===== config.mk =====
export PLATFORM = sky130hd
export DESIGN_NAME = ps2_key_ctrl_flat
export DESIGN_NICKNAME = d
export VERILOG_FILES = /design/src/rtl/ps2_pkg.sv /design/src/rtl/ps2_key_ctrl_if.sv /design/src/rtl/ps2_scan_parser.sv /design/src/rtl/ps2_key_ctrl.sv /design/src/flat_wrapper.sv
export SDC_FILE = /design/constraint.sdc
export NUM_CORES = 1
export LEC_CHECK = 0
export BUFFER_PORTS_ARGS = -buffer_cell sky130_fd_sc_hd__clkbuf_2
export CORE_MARGIN = 5
export CORE_UTILIZATION = 56
export CTS_CLUSTER_DIAMETER = 120
export CTS_CLUSTER_SIZE = 20
export DETAILED_ROUTE_END_ITERATION = 10
export PLACE_DENSITY = 0.88
export RECOVER_POWER = 25
export SLEW_MARGIN = 20
export SYNTH_ARGS = -nofsm -noshare
export SYNTH_HDL_FRONTEND = slang
export SYNTH_SLANG_ARGS = --single-unit

===== constraint.sdc =====
create_clock -name clk -period 2.6 [get_ports clk]
set_input_delay 0.13 -clock clk [delete_from_list [all_inputs] [get_ports clk]]
set_output_delay 0.13 -clock clk [all_outputs]
set_load 0.005 [all_outputs]

===== src/rtl/ps2_pkg.sv =====
// Purpose: shared constants and types for the PS/2 key controller.
// Latency: n/a (declarations only).
// Backpressure: n/a.
package ps2_pkg;

    // Scan-code prefix bytes
    localparam logic [7:0] PS2_EXT = 8'hE0;
    localparam logic [7:0] PS2_BRK = 8'hF0;

    // Pop sequencer states
    typedef enum logic [1:0] {
        IDLE = 2'd0,
        POP  = 2'd1,
        GAP  = 2'd2
    } pop_state_e;

    // Prefix bytes only modify context and never produce an event
    function automatic logic is_prefix(input logic [7:0] b);
        return (b == PS2_EXT) || (b == PS2_BRK);
    endfunction

endpackage


===== src/rtl/ps2_key_ctrl_if.sv =====
// Purpose: bundles the keyboard-FIFO side and the key-event side of the controller.
// Latency: n/a (wiring only).
// Backpressure: ev_valid/ev_ack handshake; kb_nextdata_n pops the FIFO.
interface ps2_key_ctrl_if #(
    parameter int CNT_W = 8
);
    // FIFO side
    logic [7:0]       kb_data;
    logic             kb_ready;
    logic             kb_overflow;
    logic             kb_nextdata_n;
    // Event side
    logic             ev_valid;
    logic             ev_ack;
    logic [7:0]       ev_code;
    logic             ev_ext;
    logic             ev_release;
    // Status
    logic             key_down;
    logic [8:0]       held_code;
    logic [CNT_W-1:0] press_cnt;
    logic             ovf_sticky;
    logic             ovf_clr;

    // Controller view
    modport master (
        input  kb_data, kb_ready, kb_overflow, ev_ack, ovf_clr,
        output kb_nextdata_n, ev_valid, ev_code, ev_ext, ev_release,
               key_down, held_code, press_cnt, ovf_sticky
    );

    // Environment view (FIFO + consumer)
    modport slave (
        output kb_data, kb_ready, kb_overflow, ev_ack, ovf_clr,
        input  kb_nextdata_n, ev_valid, ev_code, ev_ext, ev_release,
               key_down, held_code, press_cnt, ovf_sticky
    );

endinterface


===== src/rtl/ps2_scan_parser.sv =====
// Purpose: turns a strobed stream of raw scan bytes into make/break events and held-key state.
// Latency: event registers update on the edge that ends the byte strobe cycle.
// Backpressure: ev_valid holds until ev_ack; caller must not strobe while an event is unaccepted.
module ps2_scan_parser
    import ps2_pkg::*;
#(
    parameter int CNT_W = 8
) (
    input  logic             clk,
    input  logic             rst,
    input  logic             byte_stb,
    input  logic [7:0]       byte_dat,
    input  logic             ev_ack,
    input  logic             kb_overflow,
    input  logic             ovf_clr,
    output logic             ev_valid,
    output logic [7:0]       ev_code,
    output logic             ev_ext,
    output logic             ev_release,
    output logic             key_down,
    output logic [8:0]       held_code,
    output logic [CNT_W-1:0] press_cnt,
    output logic             ovf_sticky
);

    logic             ext_q, ext_d;
    logic             brk_q, brk_d;
    logic             ev_valid_q, ev_valid_d;
    logic [7:0]       ev_code_q, ev_code_d;
    logic             ev_ext_q, ev_ext_d;
    logic             ev_rel_q, ev_rel_d;
    logic             key_down_q, key_down_d;
    logic [8:0]       held_q, held_d;
    logic [CNT_W-1:0] cnt_q, cnt_d;
    logic             ovf_q, ovf_d;
    logic [8:0]       key;

    assign key = {ext_q, byte_dat};

    // Prefix accumulation, event generation, held-key tracking and overflow flag
    always_comb begin
        ext_d      = ext_q;
        brk_d      = brk_q;
        ev_valid_d = ev_valid_q;
        ev_code_d  = ev_code_q;
        ev_ext_d   = ev_ext_q;
        ev_rel_d   = ev_rel_q;
        key_down_d = key_down_q;
        held_d     = held_q;
        cnt_d      = cnt_q;

        if (ev_valid_q && ev_ack) begin
            ev_valid_d = 1'b0;
        end

        if (byte_stb) begin
            if (!is_prefix(byte_dat)) begin
                ev_valid_d = 1'b1;
                ev_code_d  = byte_dat;
                ev_ext_d   = ext_q;
                ev_rel_d   = brk_q;
                ext_d      = 1'b0;
                brk_d      = 1'b0;
                if (brk_q) begin
                    // A break only releases the key we believe is held
                    if (held_q == key) begin
                        key_down_d = 1'b0;
                    end
                end else if (!(key_down_q && (held_q == key))) begin
                    // New make (not typematic repeat of the held key)
                    held_d     = key;
                    key_down_d = 1'b1;
                    cnt_d      = cnt_q + 1'b1;
                end
            end else if (byte_dat == PS2_EXT) begin
                ext_d = 1'b1;
            end else begin
                brk_d = 1'b1;
            end
        end

        // Bytes were lost, so any half-built prefix context is meaningless
        if (kb_overflow) begin
            ext_d = 1'b0;
            brk_d = 1'b0;
        end

        // Set dominates clear so an overflow is never missed
        if (kb_overflow) begin
            ovf_d = 1'b1;
        end else if (ovf_clr) begin
            ovf_d = 1'b0;
        end else begin
            ovf_d = ovf_q;
        end
    end

    // State registers
    always_ff @(posedge clk or posedge rst) begin
        if (rst) begin
            ext_q      <= 1'b0;
            brk_q      <= 1'b0;
            ev_valid_q <= 1'b0;
            ev_code_q  <= 8'h00;
            ev_ext_q   <= 1'b0;
            ev_rel_q   <= 1'b0;
            key_down_q <= 1'b0;
            held_q     <= 9'h000;
            cnt_q      <= '0;
            ovf_q      <= 1'b0;
        end else begin
            ext_q      <= ext_d;
            brk_q      <= brk_d;
            ev_valid_q <= ev_valid_d;
            ev_code_q  <= ev_code_d;
            ev_ext_q   <= ev_ext_d;
            ev_rel_q   <= ev_rel_d;
            key_down_q <= key_down_d;
            held_q     <= held_d;
            cnt_q      <= cnt_d;
            ovf_q      <= ovf_d;
        end
    end

    assign ev_valid   = ev_valid_q;
    assign ev_code    = ev_code_q;
    assign ev_ext     = ev_ext_q;
    assign ev_release = ev_rel_q;
    assign key_down   = key_down_q;
    assign held_code  = held_q;
    assign press_cnt  = cnt_q;
    assign ovf_sticky = ovf_q;

endmodule


===== src/rtl/ps2_key_ctrl.sv =====
// Purpose: pops the PS/2 scan-code FIFO and feeds bytes to the scan parser.
// Latency: kb_ready sampled at edge N, pop strobe low N..N+1, event valid after N+1; 1 byte per 2+GAP_CYC cycles.
// Backpressure: no pop starts while an event is valid and not being acked this cycle.
module ps2_key_ctrl
    import ps2_pkg::*;
#(
    parameter int CNT_W   = 8,
    parameter int GAP_CYC = 1
) (
    input  logic           clk,
    input  logic           rst,
    ps2_key_ctrl_if.master bus
);

    localparam int GAP_W = (GAP_CYC > 1) ? $clog2(GAP_CYC) : 1;

    pop_state_e       state_q, state_d;
    logic [7:0]       byte_q, byte_d;
    logic             nextdata_n_q, nextdata_n_d;
    logic [GAP_W-1:0] gap_cnt_q, gap_cnt_d;
    logic             ev_busy;
    logic             byte_stb;

    // An event still waiting for its ack blocks the next pop
    assign ev_busy  = bus.ev_valid && !bus.ev_ack;
    // The popped byte is handed to the parser for exactly the POP cycle
    assign byte_stb = (state_q == POP);

    // Pop sequencer next state: IDLE waits for data, POP strobes, GAP lets the FIFO settle
    always_comb begin
        state_d      = state_q;
        byte_d       = byte_q;
        nextdata_n_d = 1'b1;
        gap_cnt_d    = gap_cnt_q;
        case (state_q)
            IDLE: begin
                if (bus.kb_ready && !ev_busy) begin
                    state_d      = POP;
                    byte_d       = bus.kb_data;
                    nextdata_n_d = 1'b0;
                end
            end
            POP: begin
                state_d   = GAP;
                gap_cnt_d = GAP_W'(GAP_CYC - 1);
            end
            GAP: begin
                if (gap_cnt_q == '0) begin
                    state_d = IDLE;
                end else begin
                    gap_cnt_d = gap_cnt_q - GAP_W'(1);
                end
            end
            default: begin
                state_d = IDLE;
            end
        endcase
    end

    // Pop sequencer registers; reset releases the pop strobe immediately
    always_ff @(posedge clk or posedge rst) begin
        if (rst) begin
            state_q      <= IDLE;
            byte_q       <= 8'h00;
            nextdata_n_q <= 1'b1;
            gap_cnt_q    <= '0;
        end else begin
            state_q      <= state_d;
            byte_q       <= byte_d;
            nextdata_n_q <= nextdata_n_d;
            gap_cnt_q    <= gap_cnt_d;
        end
    end

    assign bus.kb_nextdata_n = nextdata_n_q;

    ps2_scan_parser #(
        .CNT_W (CNT_W)
    ) u_parser (
        .clk         (clk),
        .rst         (rst),
        .byte_stb    (byte_stb),
        .byte_dat    (byte_q),
        .ev_ack      (bus.ev_ack),
        .kb_overflow (bus.kb_overflow),
        .ovf_clr     (bus.ovf_clr),
        .ev_valid    (bus.ev_valid),
        .ev_code     (bus.ev_code),
        .ev_ext      (bus.ev_ext),
        .ev_release  (bus.ev_release),
        .key_down    (bus.key_down),
        .held_code   (bus.held_code),
        .press_cnt   (bus.press_cnt),
        .ovf_sticky  (bus.ovf_sticky)
    );

endmodule

===== src/flat_wrapper.sv =====
// flat-port wrapper written by rule: the top's interface ports become plain ports
module ps2_key_ctrl_flat import ps2_pkg::*;
#(
    parameter int CNT_W   = 8,
    parameter int GAP_CYC = 1
)
  (clk, rst, bus_kb_data, bus_kb_ready, bus_kb_overflow, bus_ev_ack, bus_ovf_clr, bus_kb_nextdata_n, bus_ev_valid, bus_ev_code, bus_ev_ext, bus_ev_release, bus_key_down, bus_held_code, bus_press_cnt, bus_ovf_sticky);
  ps2_key_ctrl_if #(.CNT_W(CNT_W)) bus_i ();
  input  logic clk;
  input  logic rst;
  input wire logic [$bits(bus_i.kb_data)-1:0] bus_kb_data;
  input wire logic [$bits(bus_i.kb_ready)-1:0] bus_kb_ready;
  input wire logic [$bits(bus_i.kb_overflow)-1:0] bus_kb_overflow;
  input wire logic [$bits(bus_i.ev_ack)-1:0] bus_ev_ack;
  input wire logic [$bits(bus_i.ovf_clr)-1:0] bus_ovf_clr;
  output wire logic [$bits(bus_i.kb_nextdata_n)-1:0] bus_kb_nextdata_n;
  output wire logic [$bits(bus_i.ev_valid)-1:0] bus_ev_valid;
  output wire logic [$bits(bus_i.ev_code)-1:0] bus_ev_code;
  output wire logic [$bits(bus_i.ev_ext)-1:0] bus_ev_ext;
  output wire logic [$bits(bus_i.ev_release)-1:0] bus_ev_release;
  output wire logic [$bits(bus_i.key_down)-1:0] bus_key_down;
  output wire logic [$bits(bus_i.held_code)-1:0] bus_held_code;
  output wire logic [$bits(bus_i.press_cnt)-1:0] bus_press_cnt;
  output wire logic [$bits(bus_i.ovf_sticky)-1:0] bus_ovf_sticky;
  assign bus_i.kb_data = bus_kb_data;
  assign bus_i.kb_ready = bus_kb_ready;
  assign bus_i.kb_overflow = bus_kb_overflow;
  assign bus_i.ev_ack = bus_ev_ack;
  assign bus_i.ovf_clr = bus_ovf_clr;
  assign bus_kb_nextdata_n = bus_i.kb_nextdata_n;
  assign bus_ev_valid = bus_i.ev_valid;
  assign bus_ev_code = bus_i.ev_code;
  assign bus_ev_ext = bus_i.ev_ext;
  assign bus_ev_release = bus_i.ev_release;
  assign bus_key_down = bus_i.key_down;
  assign bus_held_code = bus_i.held_code;
  assign bus_press_cnt = bus_i.press_cnt;
  assign bus_ovf_sticky = bus_i.ovf_sticky;
  ps2_key_ctrl #(.CNT_W(CNT_W), .GAP_CYC(GAP_CYC)) u_core (.clk(clk), .rst(rst), .bus(bus_i));
endmodule

# After elaboration in Yosys (flattened, before gate mapping)
# Cells that the tools add are included.
word_totals:
  inputBits: 14
  reg_bits: 44
  output_inout_bits: 31
classes:
  bitwise: 3
  addsub: 2
  reduce_logical: 18
  n_mux: 23
  n_eq_ne: 11
ops:
  columns: ["op", "n"]
  rows:
  - ["1-bit two-way mux", 19]
  - ["8-bit equality test, second input constant", 2]
  - ["2-bit AND reduction", 5]
  - ["9-bit equality test", 1]
  - ["8-bit by 1-bit adder with 8-bit output, second input constant", 1]
  - ["4-bit AND reduction", 2]
  - ["2-bit one-hot mux with 3 select lines", 1]
  - ["2-bit nonzero test", 3]
  - ["1-bit logical AND", 4]
  - ["2-bit two-way mux", 2]
  - ["2-bit by 1-bit != test with 1-bit output, second input constant", 2]
  - ["2-bit != test, second input constant", 2]
  - ["3-bit by 2-bit != test with 1-bit output, second input constant", 1]
  - ["3-bit != test, second input constant", 1]
  - ["1-bit inverter", 3]
  - ["2-bit by 1-bit equality test with 1-bit output, second input constant", 1]
  - ["2-bit equality test, second input constant", 1]
  - ["1-bit zero test", 2]
  - ["2-bit zero test", 1]
  - ["1-bit one-hot mux with 2 select lines", 1]
  - ["1-bit logical OR", 1]
  - ["1-bit subtractor, second input constant", 1]

# Longest topological paths before layout
logic_depth:
  word_depth: 6
  ltp_mapped: 6

# Hierarchy
# From an unflattened synthesis, not the netlist that was laid out.
unflattened:
  hier_cells: 148
  area_unflattened_um2: 1845.5
modules_own_cells:
  columns: ["module", "area_each_um2", "cells_per_inst", "seq_area_each_um2", "n_inst"]
  rows:
  - ["ps2_scan_parser", 1423.9, 122, 800.8, 1]
  - ["ps2_key_ctrl", 421.7, 26, 276.5, 1]

# Worst setup path after synthesis
# Ideal clock, no wire load.
synth_timing:
  path_kind: "reg-to-reg"
  startpoint: "register u_core.u_parser.held_q[6] (netlist: u_core.u_parser.held_code[6])"
  endpoint: "register u_core.u_parser.held_q[0] (netlist: u_core.u_parser.held_code[0])"
  path_buffers: 1
  arrival_time_ps: 1634
  stages_incl_launch_ff: 7
  slack_ps: 841
  setup_time_ps: 125
  cell_sequence: "dfrtp_1 xor2_1 nor4_4 nand4_4 nand2_4 buf_12 mux2_4"
synth_between:
  elab_chain_len: 4
synth_lines:
  columns: ["item", "line", "text"]
  rows:
  - ["from (decl)", "ps2_scan_parser.sv:33", "logic [8:0] held_q, held_d;"]
  - ["from (signal assigned)", "ps2_scan_parser.sv:119", "held_q <= held_d;"]
  - ["9-bit equality test", "ps2_scan_parser.sv:69", "end else if (!(key_down_q && (held_q == key))) begin"]
  - ["1-bit logical AND", "ps2_scan_parser.sv:69", null]
  - ["1-bit inverter (no line)", null, null]
  - ["4-bit AND reduction (no line)", null, null]
# Every way passes these cells.
# A chain may end at the register's enable or synchronous reset.

# Final worst setup path
layout_timing:
  startpoint: "register u_core.byte_q[6]"
  endpoint: "register u_core.u_parser.held_q[8] (netlist: u_core.u_parser.held_code[8])"
layout_between:
  elab_chain_len: 4
layout_lines:
  columns: ["item", "line", "text"]
  rows:
  - ["from (decl)", "ps2_key_ctrl.sv:18", "logic [7:0] byte_q, byte_d;"]
  - ["from (signal assigned)", "ps2_key_ctrl.sv:69", "byte_q <= byte_d;"]
  - ["9-bit equality test / 8-bit equality test (equally long branches)", "ps2_scan_parser.sv:69, ps2_pkg.sv:19", null]
  - ["1-bit logical AND / 1-bit logical OR (equally long branches)", "ps2_scan_parser.sv:69, ps2_pkg.sv:19", null]
  - ["1-bit inverter (no line)", null, null]
  - ["4-bit AND reduction (no line) (*)", null, null]
# Every way passes the cells marked *; elsewhere a longest branch is shown, timed or not.

==> metrics.md <==
| Metric | Value |
|---|---|
| Internal | `1540 uW` |
| Primary FF master, synth | `dfrtp_1` |
| Fin. Hold Viols | `0` |
| Initial Utilization | `57.07%` |
| Placed Area | `2151 um^2` |
| Die area | `4636 um^2` |
| Root buf cell | `clkbuf_4` |
| GRT Util Overall | `20.11%` |
| Worst skew pair latency | `0.35 ns` |
| Power share of the clock group | `11.9%` |
| VDD IR max | `0.0005576 V` |
| Area Overhead vs Synth | `20.79%` |
| # DRC | `0` |
| Post-synth ARST share | `100.0%` |
| Layout cell share with drive strength beyond 1 | `25.45%` |
| Switching share of power | `39.74%` |
| RePlAce Congestion | `0.7638` |
| Adder-Cell Fraction of Synth Area | `0.6623%` |
| Io pins | `45` |
| Post-DR wirelength/cell | `14.87 um` |
| First-pass GRT wire length | `6.789 mm` |
| Setup TNS Final | `0 ns` |
| Setup Crit Path Kind | `flop to flop` |
| CP Max Fanout | `11` |
| CTS Buf Count | `5` |
| Simple-gate share of the synthesized area | `21.85%` |
| Worst slew pin tran | `0.8604 ns` |
| Fillers | `274` |
| Vias in the first global route | `1469` |
| Slew margin rel. | `42.58%` |
| Max stage delay on crit path | `0.45 ns` |
| Syn nets | `177` |
| Type of origin of the critical path | `flop` |
| Clock slew at reported path FFs | `0.12 ns` |
| Sequential cell area fraction in the yosys report | `57.02%` |
| Slew Limit Fails | `0` |
| Post-Layout Inst Area | `2282 um^2` |
| Multi-input logic area | `765.7 um^2` |
| Core box area | `3311 um^2` |
| # rows | `21` |
| Max Clock Freq | `523.2 MHz` |
| Hold_sp | `bus_ev_ack` |
| Max Cap Violations | `0` |
| Buffers on Ports | `44` |
| Final HPWL DP | `2.896 mm` |
| Endpoint class of the critical path | `flop` |
| DR iter-0 viols | `64` |
| Hold slack | `0.04527 ns` |
| Largest family of logic cells by synthesized area | `simple AND/OR/NAND/NOR gates` |
| Ant diodes | `0` |
| Netlist Area Pre-Place | `1889 um^2` |
| Initial antenna violation count | `0` |
| WP data required | `2.84 ns` |
| Outcome | `complete, no violations` |
| ANT nets after route | `0` |
| Critical path arrival | `2.16 ns` |
| Synthesized instance count | `162` |
| CTS tree | `done` |
| Post-CTS Resized | `0` |
| Pre-antenna DRT Iters | `4` |
| Nets@finish | `238` |
| Worst Skew | `0.006352 ns` |
| Post-synthesis mux area share | `7.748%` |
| Largest net degree at the start of global routing | `25` |
| CP Cell Sequence | `xor2_1 -> nor4_4 -> nand4_4 -> nand2_4 -> mux2_2` |
| DRT Wirelength | `4.016 mm` |
| Buffers plus inverters on the worst setup path | `0` |
| Final setup viols | `0` |
| Sequential share of power | `48.4%` |
| Clock sinks | `43` |
| Post-Synth XOR/XNOR Area | `7.417%` |
| Worst R2R Start | `u_core.byte_q[6]` |
| Yosys cell types | `31` |
| HP Class | `input port to flop` |
| Period utilization | `73.52%` |
| Period minus WS final | `1.911 ns` |
| Avg Inst Size Synth | `11.66 um^2` |
| Htree depth | `2` |
| CP delay by family, top | `simple AND/OR/NAND/NOR gates` |
| Crit path from | `u_core.byte_q[6]` |
| EDFF count, synth | `0` |
| Area fraction in compound gates after synthesis | `2.848%` |
| Total grt overflow | `0` |
| Die Y | `68.09 um` |
| Vias | `1370` |
| Flops & latches, synth | `43` |
| PD cells | `1120 nW/um^2` |
| Die width | `68.09 um` |
| RSZ-0062 raised after global routing | `false` |
| Logic pwr share | `39.7%` |
| Register Area | `1077 um^2` |
| Clock Path Buffers | `2` |
| Switch Pwr | `1016 uW` |
| Yosys warning count | `0` |
| Leakage | `0.001161 uW` |
| Slowest cell on crit path | `dfrtp_1` |
| Via density | `5.074` |
==> power groups by stage <==
stage                     combinational (uW)  sequential (uW)  clock [uW]
after floorplan                          726             1190           0
after global placement                   994             1230           0
after detailed placement                1030             1240           0
after CTS                               1050             1230         310
after global routing                    1120             1280         341
final                                   1010             1240         305
==> per-layer routing <==
metal  vias up  track usage, %  routed length [um]
li1        650               -                   -
met1       664           23.50                1621
met2        51           35.98                2051
met3         5           5.255                 310
met4         0           5.955                  33
met5         -               0                   0
==> Yosys cell counts, types with 2 or more instances <==
cell type / count / area, um^2
xnor2_1: 7 / 61.31
inv_1: 3 / 11.26
a21o_1: 2 / 15.01
nand2_1: 50 / 187.7
dfrtp_1: 42 / 1051
xor2_1: 9 / 78.83
nor3_1: 3 / 15.01
nor2_1: 7 / 26.28
nand4_1: 3 / 18.77
nand2b_1: 2 / 12.51
mux2_4: 9 / 135.1
nand3_1: 6 / 30.03
==> flip-flops by register name (all words and copies together), names as in the netlist <==
| signal | cells |
|---|---|
| u_core.u_parser.ext_q | 1 |
| u_core.u_parser.ev_code | 8 |
| u_core.state_q | 2 |
| u_core.u_parser.ev_release | 1 |
| u_core.u_parser.press_cnt | 8 |
| u_core.u_parser.held_code | 9 |
| u_core.u_parser.ev_valid | 1 |
| u_core.u_parser.ev_ext | 1 |
| u_core.u_parser.key_down | 1 |
| u_core.bus.kb_nextdata_n | 1 |
| u_core.u_parser.ovf_sticky | 1 |
| u_core.byte_q | 8 |
| u_core.u_parser.brk_q | 1 |
==> stage by stage <==
step / worst slack (ns) / instances / power, uW / util (%)
2_1_floorplan: 0.8412 / 162 / 1916 / -
4_1_cts: 0.6782 / 270 / 2591 / 69.50
5_1_grt: 0.6090 / 270 / 2740 / 68.93
3_5_place_dp: 0.6959 / 252 / 2277 / 64.97
3_3_place_gp: 0.7919 / 252 / 2221 / 64.97
6_report: 0.6885 / 270 / 2555 / 68.93
==> tightest hold or removal path, cell delays in order <==
cell and delay, ns:
clkbuf_2 0.07, nand2b_1 0.11, nand2_1 0.05
==> logic make-up (layout without fill, tap and decap cells) <==
logic type | count (synthesis) | after routing
compound gates | 6 | 6
xor+xnor | 16 | 16
fa+ha+maj | 1 | 1
buf+inv | 6 | 68
flops | 43 | 43
mux | 10 | 10
simple gates | 80 | 80
==> cell usage in the layout, fill, tap and decap left out <==
cell type	count
nand4_1	3
nor3_1	3
buf_4	2
clkinv_1	1
clkbuf_4	5
a21oi_1	1
dfstp_2	1
o22a_2	1
nand4_4	1
nor4_4	1
inv_1	3
xnor2_1	7
nand3_1	6
clkinv_2	1
buf_1	1
ha_1	1
nand2_1	50
a21o_4	1
and2_1	1
and4b_1	1
a21oi_2	1
a21o_1	2
and3_1	1
nand2b_1	2
dfrtp_1	42
mux2_4	9
nand2_4	1
nor2_1	7
nor3_4	1
clkbuf_1	16
nor3_2	1
dlygate4sd3_1	10
mux2_2	1
clkbuf_2	29
nor2_8	1
xor2_1	9
==> area by class of cell <==
cell class                      count  share of cell area (%)
Clock buffer                        7                   1.974
Clock inverter                      1                  0.2193
Tap cell                           46                   2.522
Inverter                            4                  0.6579
Multi-Input combinational cell    113                   33.55
Sequential cell                    43                   47.20
Timing Repair Buffer               56                   13.87
==> timing repair <==
| item | CTS | global route |
|---|---|---|
| setup buffers | 0 | 0 |
| hold buffers | 10 | 0 |
| setup endpoints to repair | 0 | 0 |
| endpoints found under the hold margin | 33 | 0 |
==> final timing paths <==
check	slack (ns)	endpoint	cells after the start
setup / recovery	0.69	u_core.u_parser.held_code[8]	5
hold / removal	0.05	u_core.u_parser.ev_valid	3
setup reg to reg	0.69	u_core.u_parser.held_code[8]	5
hold reg to reg	0.48	u_core.u_parser.press_cnt[7]	1
max in group asynchronous	1.38	u_core.bus.kb_nextdata_n	4
min in group asynchronous	0.47	u_core.u_parser.ev_code[6]	3
Note: power is estimated with default switching activity, not from simulation.
